<file path="src/rtl/dcpu16_pkg.sv">
// Shared types and default widths for the DCPU16 memory arbiter.
package dcpu16_pkg;

    localparam int unsigned DefAw = 16;
    localparam int unsigned DefDw = 16;

    typedef enum logic [1:0] {StIdle, StBusy, StAck} marb_state_e;

    // Grant index width, never narrower than one bit.
    function automatic int unsigned gnt_width(input int unsigned ch);
        return (ch > 1) ? $clog2(ch) : 1;
    endfunction

endpackage

</file>
<file path="src/rtl/dcpu16_marb_pick.sv">
// Combinational winner selection among requesting channels.
// DCPU16_MARB_RR_EN selects round-robin from ptr+1; otherwise lowest index wins.
module dcpu16_marb_pick
    import dcpu16_pkg::*;
#(
    parameter int unsigned CH = 2,
    parameter int unsigned GW = 1
) (
    input  logic [CH-1:0] stb,
    input  logic [GW-1:0] ptr,
    output logic          any,
    output logic [GW-1:0] gnt
);

    logic [GW-1:0] idx;

    assign any = |stb;

`ifdef DCPU16_MARB_RR_EN
    // Scan backwards so the candidate closest after ptr is the last one written.
    always_comb begin
        gnt = '0;
        idx = '0;
        for (int i = int'(CH); i >= 1; i--) begin
            idx = GW'((int'(ptr) + i) % int'(CH));
            if (stb[idx]) begin
                gnt = idx;
            end
        end
    end
`else
    logic unused_ptr;
    assign unused_ptr = ^ptr;

    always_comb begin
        gnt = '0;
        idx = '0;
        for (int i = int'(CH) - 1; i >= 0; i--) begin
            idx = GW'(i);
            if (stb[idx]) begin
                gnt = idx;
            end
        end
    end
`endif

endmodule

</file>
<file path="src/rtl/dcpu16_marb.sv">
// Memory arbiter: CH channels share one memory port with one transfer in flight.
// Define DCPU16_MARB_RR_EN for round-robin arbitration; default is fixed priority.
module dcpu16_marb
    import dcpu16_pkg::*;
#(
    parameter int unsigned CH = 2,
    parameter int unsigned AW = DefAw,
    parameter int unsigned DW = DefDw
) (
    input  logic             clk,
    input  logic             rst,
    input  logic [CH*AW-1:0] c_adr,
    input  logic [CH-1:0]    c_stb,
    input  logic [CH-1:0]    c_wre,
    input  logic [CH*DW-1:0] c_dto,
    output logic [CH-1:0]    c_ack,
    output logic [DW-1:0]    c_dti,
    output logic [AW-1:0]    m_adr,
    output logic             m_wre,
    output logic [DW-1:0]    m_dto,
    output logic             m_stb,
    input  logic [DW-1:0]    m_dti,
    input  logic             m_ack,
    output logic             ena
);

    localparam int unsigned GW = gnt_width(CH);

    marb_state_e   state_q, state_d;
    logic [GW-1:0] gnt_q;
    logic [GW-1:0] ptr_q;
    logic [GW-1:0] pick_gnt;
    logic          pick_any;

    dcpu16_marb_pick #(
        .CH(CH),
        .GW(GW)
    ) u_pick (
        .stb(c_stb),
        .ptr(ptr_q),
        .any(pick_any),
        .gnt(pick_gnt)
    );

    always_comb begin
        state_d = state_q;
        unique case (state_q)
            StIdle:  if (pick_any) state_d = StBusy;
            StBusy:  if (m_ack) state_d = StAck;
            StAck:   state_d = StIdle;
            default: state_d = StIdle;
        endcase
    end

    always_ff @(posedge clk) begin
        if (rst) begin
            state_q <= StIdle;
            gnt_q   <= '0;
            ptr_q   <= GW'(CH - 1);
            m_stb   <= 1'b0;
            m_wre   <= 1'b0;
            m_adr   <= '0;
            m_dto   <= '0;
            c_ack   <= '0;
            c_dti   <= '0;
        end else begin
            state_q <= state_d;
            c_ack   <= '0;
            unique case (state_q)
                StIdle: begin
                    if (pick_any) begin
                        gnt_q <= pick_gnt;
                        ptr_q <= pick_gnt;
                        m_adr <= c_adr[32'(pick_gnt)*AW +: AW];
                        m_dto <= c_dto[32'(pick_gnt)*DW +: DW];
                        m_wre <= c_wre[pick_gnt];
                        m_stb <= 1'b1;
                    end
                end
                StBusy: begin
                    // Completion does not depend on the requester still holding c_stb.
                    if (m_ack) begin
                        m_stb        <= 1'b0;
                        c_ack[gnt_q] <= 1'b1;
                        if (!m_wre) begin
                            c_dti <= m_dti;
                        end
                    end
                end
                default: ;
            endcase
        end
    end

    always_comb begin
        ena = &(~c_stb | c_ack);
    end

endmodule
</file>
<file path="config.mk">
export PLATFORM = sky130hd
export DESIGN_NAME = dcpu16_marb
export DESIGN_NICKNAME = d
export VERILOG_FILES = /design/src/rtl/dcpu16_pkg.sv /design/src/rtl/dcpu16_marb_pick.sv /design/src/rtl/dcpu16_marb.sv
export SDC_FILE = /design/constraint.sdc
export NUM_CORES = 1
export LEC_CHECK = 0
export BUFFER_PORTS_ARGS = -buffer_cell sky130_fd_sc_hd__buf_2
export CAP_MARGIN = 20
export CELL_PAD_IN_SITES_DETAIL_PLACEMENT = 1
export CELL_PAD_IN_SITES_GLOBAL_PLACEMENT = 2
export CORE_MARGIN = 2
export CORE_UTILIZATION = 25
export CTS_CLUSTER_DIAMETER = 150
export CTS_CLUSTER_SIZE = 10
export DETAILED_ROUTE_END_ITERATION = 12
export GPL_TIMING_DRIVEN = 0
export PLACE_DENSITY_LB_ADDON = 0.1
export SYNTH_ARGS = -nofsm -noshare
export SYNTH_HDL_FRONTEND = slang
export SYNTH_HIERARCHICAL = 1
export SYNTH_SLANG_ARGS = --single-unit
</file>
<file path="constraint.sdc">
create_clock -name clk -period 1.3 [get_ports clk]
set_input_delay 0.195 -clock clk [delete_from_list [all_inputs] [get_ports clk]]
set_output_delay 0.195 -clock clk [all_outputs]
set_load 0.1 [all_outputs]
</file>
==> results of run 1 <==
[report_power, final]
part	switching (mW)	total, mW	internal [mW]	leakage [nW]
sequential	0.0933	1.90	1.81	0.455
combinational	1.22	1.67	0.455	1.05
clock	0.555	1.18	0.625	0.0612
[cell usage in the layout, fill, tap and decap left out, types with 5 or more instances in the layout]
| cell | count |
|---|---|
| o2bb2ai_2 | 28 |
| dfxtp_1 | 49 |
| mux2i_1 | 34 |
| buf_2 | 92 |
| clkbuf_4 | 22 |
| buf_4 | 32 |
| nand2_1 | 33 |
| clkbuf_8 | 6 |
| a21oi_1 | 18 |
| dfxtp_4 | 5 |
[layout make-up]
class / instances / area, µm² / share of cell area
inverters: 4 / 15.01 / 0.004194
flip-flops and latches: 55 / 1121 / 0.3132
plain buffers: 16 / 136.4 / 0.03810
multi-input cells: 134 / 1192 / 0.3331
repair buffers: 139 / 835.8 / 0.2335
clock buffers: 6 / 82.58 / 0.02307
well taps: 129 / 161.4 / 0.04509
clock inverters: 2 / 35.03 / 0.009787
[sequential cells by signal, indices dropped and copies added, names as in the netlist]
name     cells
m_adr       16
gnt_q        1
c_dti       16
m_wre        1
state_q      2
m_dto       16
c_ack        2
m_stb        1
[per-stage QoR]
stage	setup TNS [ps]	instances	power (mW)	cell area (µm²)
detailed placement	-5516	478	3.548	3304
finish	0	485	4.753	3580
CTS	-212.9	486	4.811	3512
global placement	-5366	478	3.538	3304
floorplan	-408.7	210	3.200	2447
global route	-438.3	485	4.998	3580
[worst max-delay path: stages, from the launching register on]
cell and delay, ps:
dfxtp_4 350, inv_2 30, a22oi_2 190, buf_12 210
[worst max path at each step]
stage | startpoint | end | slack (ps) | cells past startpoint
after global routing | c_ack[0]$_SDFF_PP0_ | ena | -60 | 3
final | c_ack[0]$_SDFF_PP0_ | ena | 20 | 3
after CTS | state_q[0]$_SDFFE_PP0P_ | m_adr[10]$_SDFFE_PP0P_ | -30 | 4
after global placement | c_stb[1] | m_dto[4]$_SDFFE_PP0P_ | -230 | 6
after floorplan | c_ack[0]$_SDFF_PP0_ | ena | -410 | 2
after detailed placement | c_stb[1] | m_dto[4]$_SDFFE_PP0P_ | -240 | 6
[per-layer routing]
metal / up-vias / track usage / part of all wire
met1: 969 / 0.1595 / 0.44
met4: 0 / 0.02769 / 0.0047
met5: - / 0 / 0
li1: 1044 / - / -
met2: 81 / 0.2142 / 0.47
met3: 2 / 0.03525 / 0.085
[repair_timing]
action | CTS | global route
endpoints found under the setup margin | 40 | 63
resized for setup | 34 | 31
pin swaps | 0 | 1
==> results.py, run 1 <==
metrics = {
    "clock_network": {
        "cts_setup_buffers": 0,
        "cts_htree_levels": 2,
        "insertion_delay_ps": 300,
        "clk_pin_slew_ps": 100,
        "clockRootBuffer": "clkbuf_8",
        "cts_tree": "done",
        "numCtsBuffers": 5,
        "clk_path_buf_depth": 2,
        "ctsHoldBuffers": 0,
        "cts.sinks": 55,
    },
    "run": {
        "maxCapViolations": 0,
    },
    "global_route": {
        "grt_pass1_wl_um": 10500,
        "grt_antenna_before_repair": 0,
        "grt_pass1_vias": 2153,
        "grt_start_max_net_pins": 17,
        "grt_usage": 0.1260,
        "gr-total-overflow": 0,
    },
    "setup_path": {
        "worst_ep_required_time_ps": 1110,
        "worstSetupEndpointType": "primary output",
        "r2r_start": "state_q[1]$_SDFFE_PP0P_",
        "critPathMaxFanout": 2,
        "reg2reg_slack_ps": 50,
        "cp.arrival_ps": 1080,
        "cp-start-kind": "flip-flop",
        "worstRegToRegCells": 5,
        "critical_path_class": "flip-flop to primary output",
        "r2r-end": "m_dto[7]$_SDFFE_PP0P_",
    },
    "timing": {
        "worst_pin_slew_ps": 502.1,
        "setup_violations": 0,
        "hold-worst-slack_ps": 120.0,
        "setup_ws_ps": 23.64,
        "maxSlewHeadroom": 0.6675,
        "fin_crit_ps": 1276,
        "rsz0062_at_grt": "true",
        "clock_skew_ps": 11.52,
        "hold_viol_final": 0,
        "fin_crit_sh": 0.9818,
        "slew_violations": 0,
        "max_freq_mhz": 783.5,
    },
    "routing": {
        "vias": 2096,
        "first_pass_iters": 4,
        "ant_nets": 0,
        "drt-initial-drc-count": 39,
        "drc_errors": 0,
        "finalWirelength_um": 6617,
        "wire_per_inst_um": 13.64,
        "vias_per_cell": 4.322,
    },
    "floorplanning": {
        "dieArea_mm2": 0.01052,
        "coreArea_mm2": 0.009328,
        "row_count": 35,
        "initial_utilization": 0.2605,
        "num_io_pins": 140,
        "fp.dieH_um": 102.6,
        "die_width_um": 102.6,
    },
    "placement": {
        "port_buffers": 139,
        "gp_congestion": 0.7091,
        "pre_cts_slack_ps": -237.2,
        "place_hpwl_um": 5133,
    },
    "hold_path": {
        "worstHoldPathCells": 3,
        "hold_path_end": "c_dti[1]$_SDFFE_PP0P_",
        "hp-class": "primary input to flip-flop",
        "hp-start": "m_dti[1]",
    },
    "synth": {
        "synth.cell_area_mm2": 0.002430,
        "syn_inst": 210,
        "ys.warnings.count": 6,
        "syn_nets": 297,
        "syn_area_per_cell_um2": 11.57,
    },
    "status": {
        "status": "completed",
    },
    "finish": {
        "layout-drive-gt1-share": 0.5702,
        "area_growth_pct": 47.32,
        "fillerInstances": 1085,
        "finish.utilization": 0.3838,
        "antenna_cells": 0,
        "nets": 442,
    },
    "pwr": {
        "powerDensity_mw_per_mm2": 1328,
        "peakVddDrop_mv": 0.4138,
        "p_leak_nw": 1.567,
    },
}
No activity file was read; power rests on OpenSTA's default activity.
==> run 2, diff against run 1 <==
CORE_ASPECT_RATIO = 1.4   (was unset)
==> run 2 against run 1 <==
  * Sequential cell count unchanged
  * Die area increased by 0.11%
  * Wire length increased by 4.8%
  * Worst setup slack got worse by 1.8 ps
  * Register-to-register slack improved by 40 ps
  * Hold slack improved by 11 ps
  * Critical endpoint is now m_adr[15]
  * Largest cell class unchanged
==> results.py, run 2 (same netlist as run 1, synthesis figures left out) <==
metrics = {
    "clock_network": {
        "ctsHoldBuffers": 0,
        "cts_htree_levels": 2,
        "clockRootBuffer": "clkbuf_16",
        "cts_tree": "done",
        "insertion_delay_ps": 300,
        "clk_path_buf_depth": 2,
        "cts.sinks": 55,
        "numCtsBuffers": 5,
        "clk_pin_slew_ps": 70,
    },
    "global_route": {
        "gr-total-overflow": 0,
        "grt_antenna_before_repair": 0,
        "grt_usage": 0.1300,
        "grt_pass1_vias": 2221,
        "grt_start_max_net_pins": 18,
        "grt_pass1_wl_um": 10730,
    },
    "setup_path": {
        "critPathMaxFanout": 2,
        "path_buf_inv": 1,
        "crit_family": "buffers and inverters",
        "reg2reg_slack_ps": 90,
        "worstRegToRegCells": 5,
        "worstSetupEndpointType": "primary output",
        "critical-path-max-stage-delay_ps": 440,
        "worst_ep_required_time_ps": 1110,
        "path_cells": "buf_2",
        "cp-start-kind": "flip-flop",
        "cp.arrival_ps": 1080,
        "r2r_start": "state_q[1]$_SDFFE_PP0P_",
        "critical_path_class": "flip-flop to primary output",
        "r2r-end": "m_wre$_SDFFE_PP0P_",
        "critPathSlowestCell": "buf_2",
    },
    "finish": {
        "mostFrequentLayoutCells": "buf_2 (108), dfxtp_1 (49), mux2i_1 (34), nand2_1 (33), o2bb2ai_2 (28)",
        "area_growth_pct": 46.60,
        "fillerInstances": 1110,
        "seq_area_mm2": 0.001119,
        "top_regs": "c_dti x16, m_adr x16, m_dto x16",
        "nets": 443,
        "final_common_cell": "buf_2",
        "layout-drive-gt1-share": 0.5686,
        "antenna_cells": 0,
        "multi_input_area_mm2": 0.001187,
    },
    "timing": {
        "max_freq_mhz": 782.4,
        "fin_tns_setup_ps": 0,
        "maxSlewHeadroom": 0.6684,
        "rsz0062_at_grt": "true",
        "hold_viol_final": 0,
        "slew_violations": 0,
        "hold-worst-slack_ps": 130.6,
        "fin_crit_sh": 0.9832,
        "fin_crit_ps": 1278,
        "clock_skew_ps": 6.282,
        "setup_violations": 0,
        "worst_pin_slew_ps": 497.3,
    },
    "routing": {
        "vias_per_cell": 4.544,
        "wire_per_inst_um": 14.85,
        "finalWirelength_um": 6933,
        "vias": 2122,
        "drc_errors": 0,
        "drt-initial-drc-count": 25,
        "first_pass_iters": 4,
        "ant_nets": 0,
    },
    "hold_path": {
        "hold_path_end": "c_dti[13]$_SDFFE_PP0P_",
        "worstHoldPathCells": 3,
        "hp-start": "m_dti[13]",
        "hp-class": "primary input to flip-flop",
    },
    "status": {
        "status": "completed",
    },
    "pwr": {
        "powerDensity_mw_per_mm2": 1414,
        "p_leak_nw": 1.596,
        "peakVddDrop_mv": 0.5577,
    },
    "run": {
        "maxCapViolations": 0,
    },
    "floorplanning": {
        "num_io_pins": 140,
        "dieArea_mm2": 0.01054,
        "fp.dieH_um": 120.7,
        "die_width_um": 87.32,
        "row_count": 42,
        "initial_utilization": 0.2569,
        "coreArea_mm2": 0.009459,
    },
    "placement": {
        "place_hpwl_um": 5370,
        "gp_congestion": 0.6769,
        "port_buffers": 139,
    },
}
## run 2: changes by cell type in the layout (fill, tap and decap cells not counted), sizes merged
cell,previous run,this run
bufinv,1,0
clkbuf,30,27
buf,131,135
clkinv,1,2
## run 2: metal layers
metal | up-vias | GRT usage | part of all wire
met4 | 0 | 0.04327 | 0.015
met3 | 6 | 0.04164 | 0.083
li1 | 1039 | - | -
met2 | 87 | 0.2306 | 0.51
met1 | 990 | 0.1433 | 0.39
met5 | - | 0 | 0
## run 2: layout make-up
| class | instances | share of cell area |
|---|---|---|
| Timing Repair Buffer | 139 | 0.2206 |
| Inverter | 4 | 0.004215 |
| Sequential cell | 55 | 0.3140 |
| Multi-Input combinational cell | 134 | 0.3333 |
| Tap cell | 110 | 0.03864 |
| Clock inverter | 2 | 0.003864 |
| Clock buffer | 6 | 0.04215 |
| Buffer | 17 | 0.04320 |
## run 2: repair_timing
item / 4_1_cts / 5_1_grt
setup endpoints to repair: 20 / 57
setup buffers: 0 / 0
resized for setup: 21 / 23
pin swaps: 2 / 1
gates cloned: 0 / 0
## run 2: power by group
group | internal, mW | switching [mW]
clock | 0.833 | 0.647
combinational | 0.439 | 1.22
sequential | 1.81 | 0.0913
## run 2: worst max-delay path by stage
stage	cells after the start	from	endpoint
6_report	1	m_adr[15]$_SDFFE_PP0P_	m_adr[15]
5_1_grt	3	c_ack[0]$_SDFF_PP0_	ena
4_1_cts	1	m_adr[6]$_SDFFE_PP0P_	m_adr[6]
3_5_place_dp	6	c_stb[1]	m_dto[2]$_SDFFE_PP0P_
2_1_floorplan	2	c_ack[0]$_SDFF_PP0_	ena
3_3_place_gp	6	c_stb[1]	m_dto[4]$_SDFFE_PP0P_
## run 2: per-stage QoR
stage,total power [mW],cell area (µm²),worst slack (ps),utilization,instances
global placement,3.542,3281,-259.9,0.3468,459
CTS,5.108,3500,0.5471,0.3700,467
detailed placement,3.556,3281,-279.7,0.3468,459
floorplan,3.200,2447,-408.7,-,210
finish,5.038,3562,21.88,0.3766,467
global route,5.261,3562,-37.92,0.3766,467
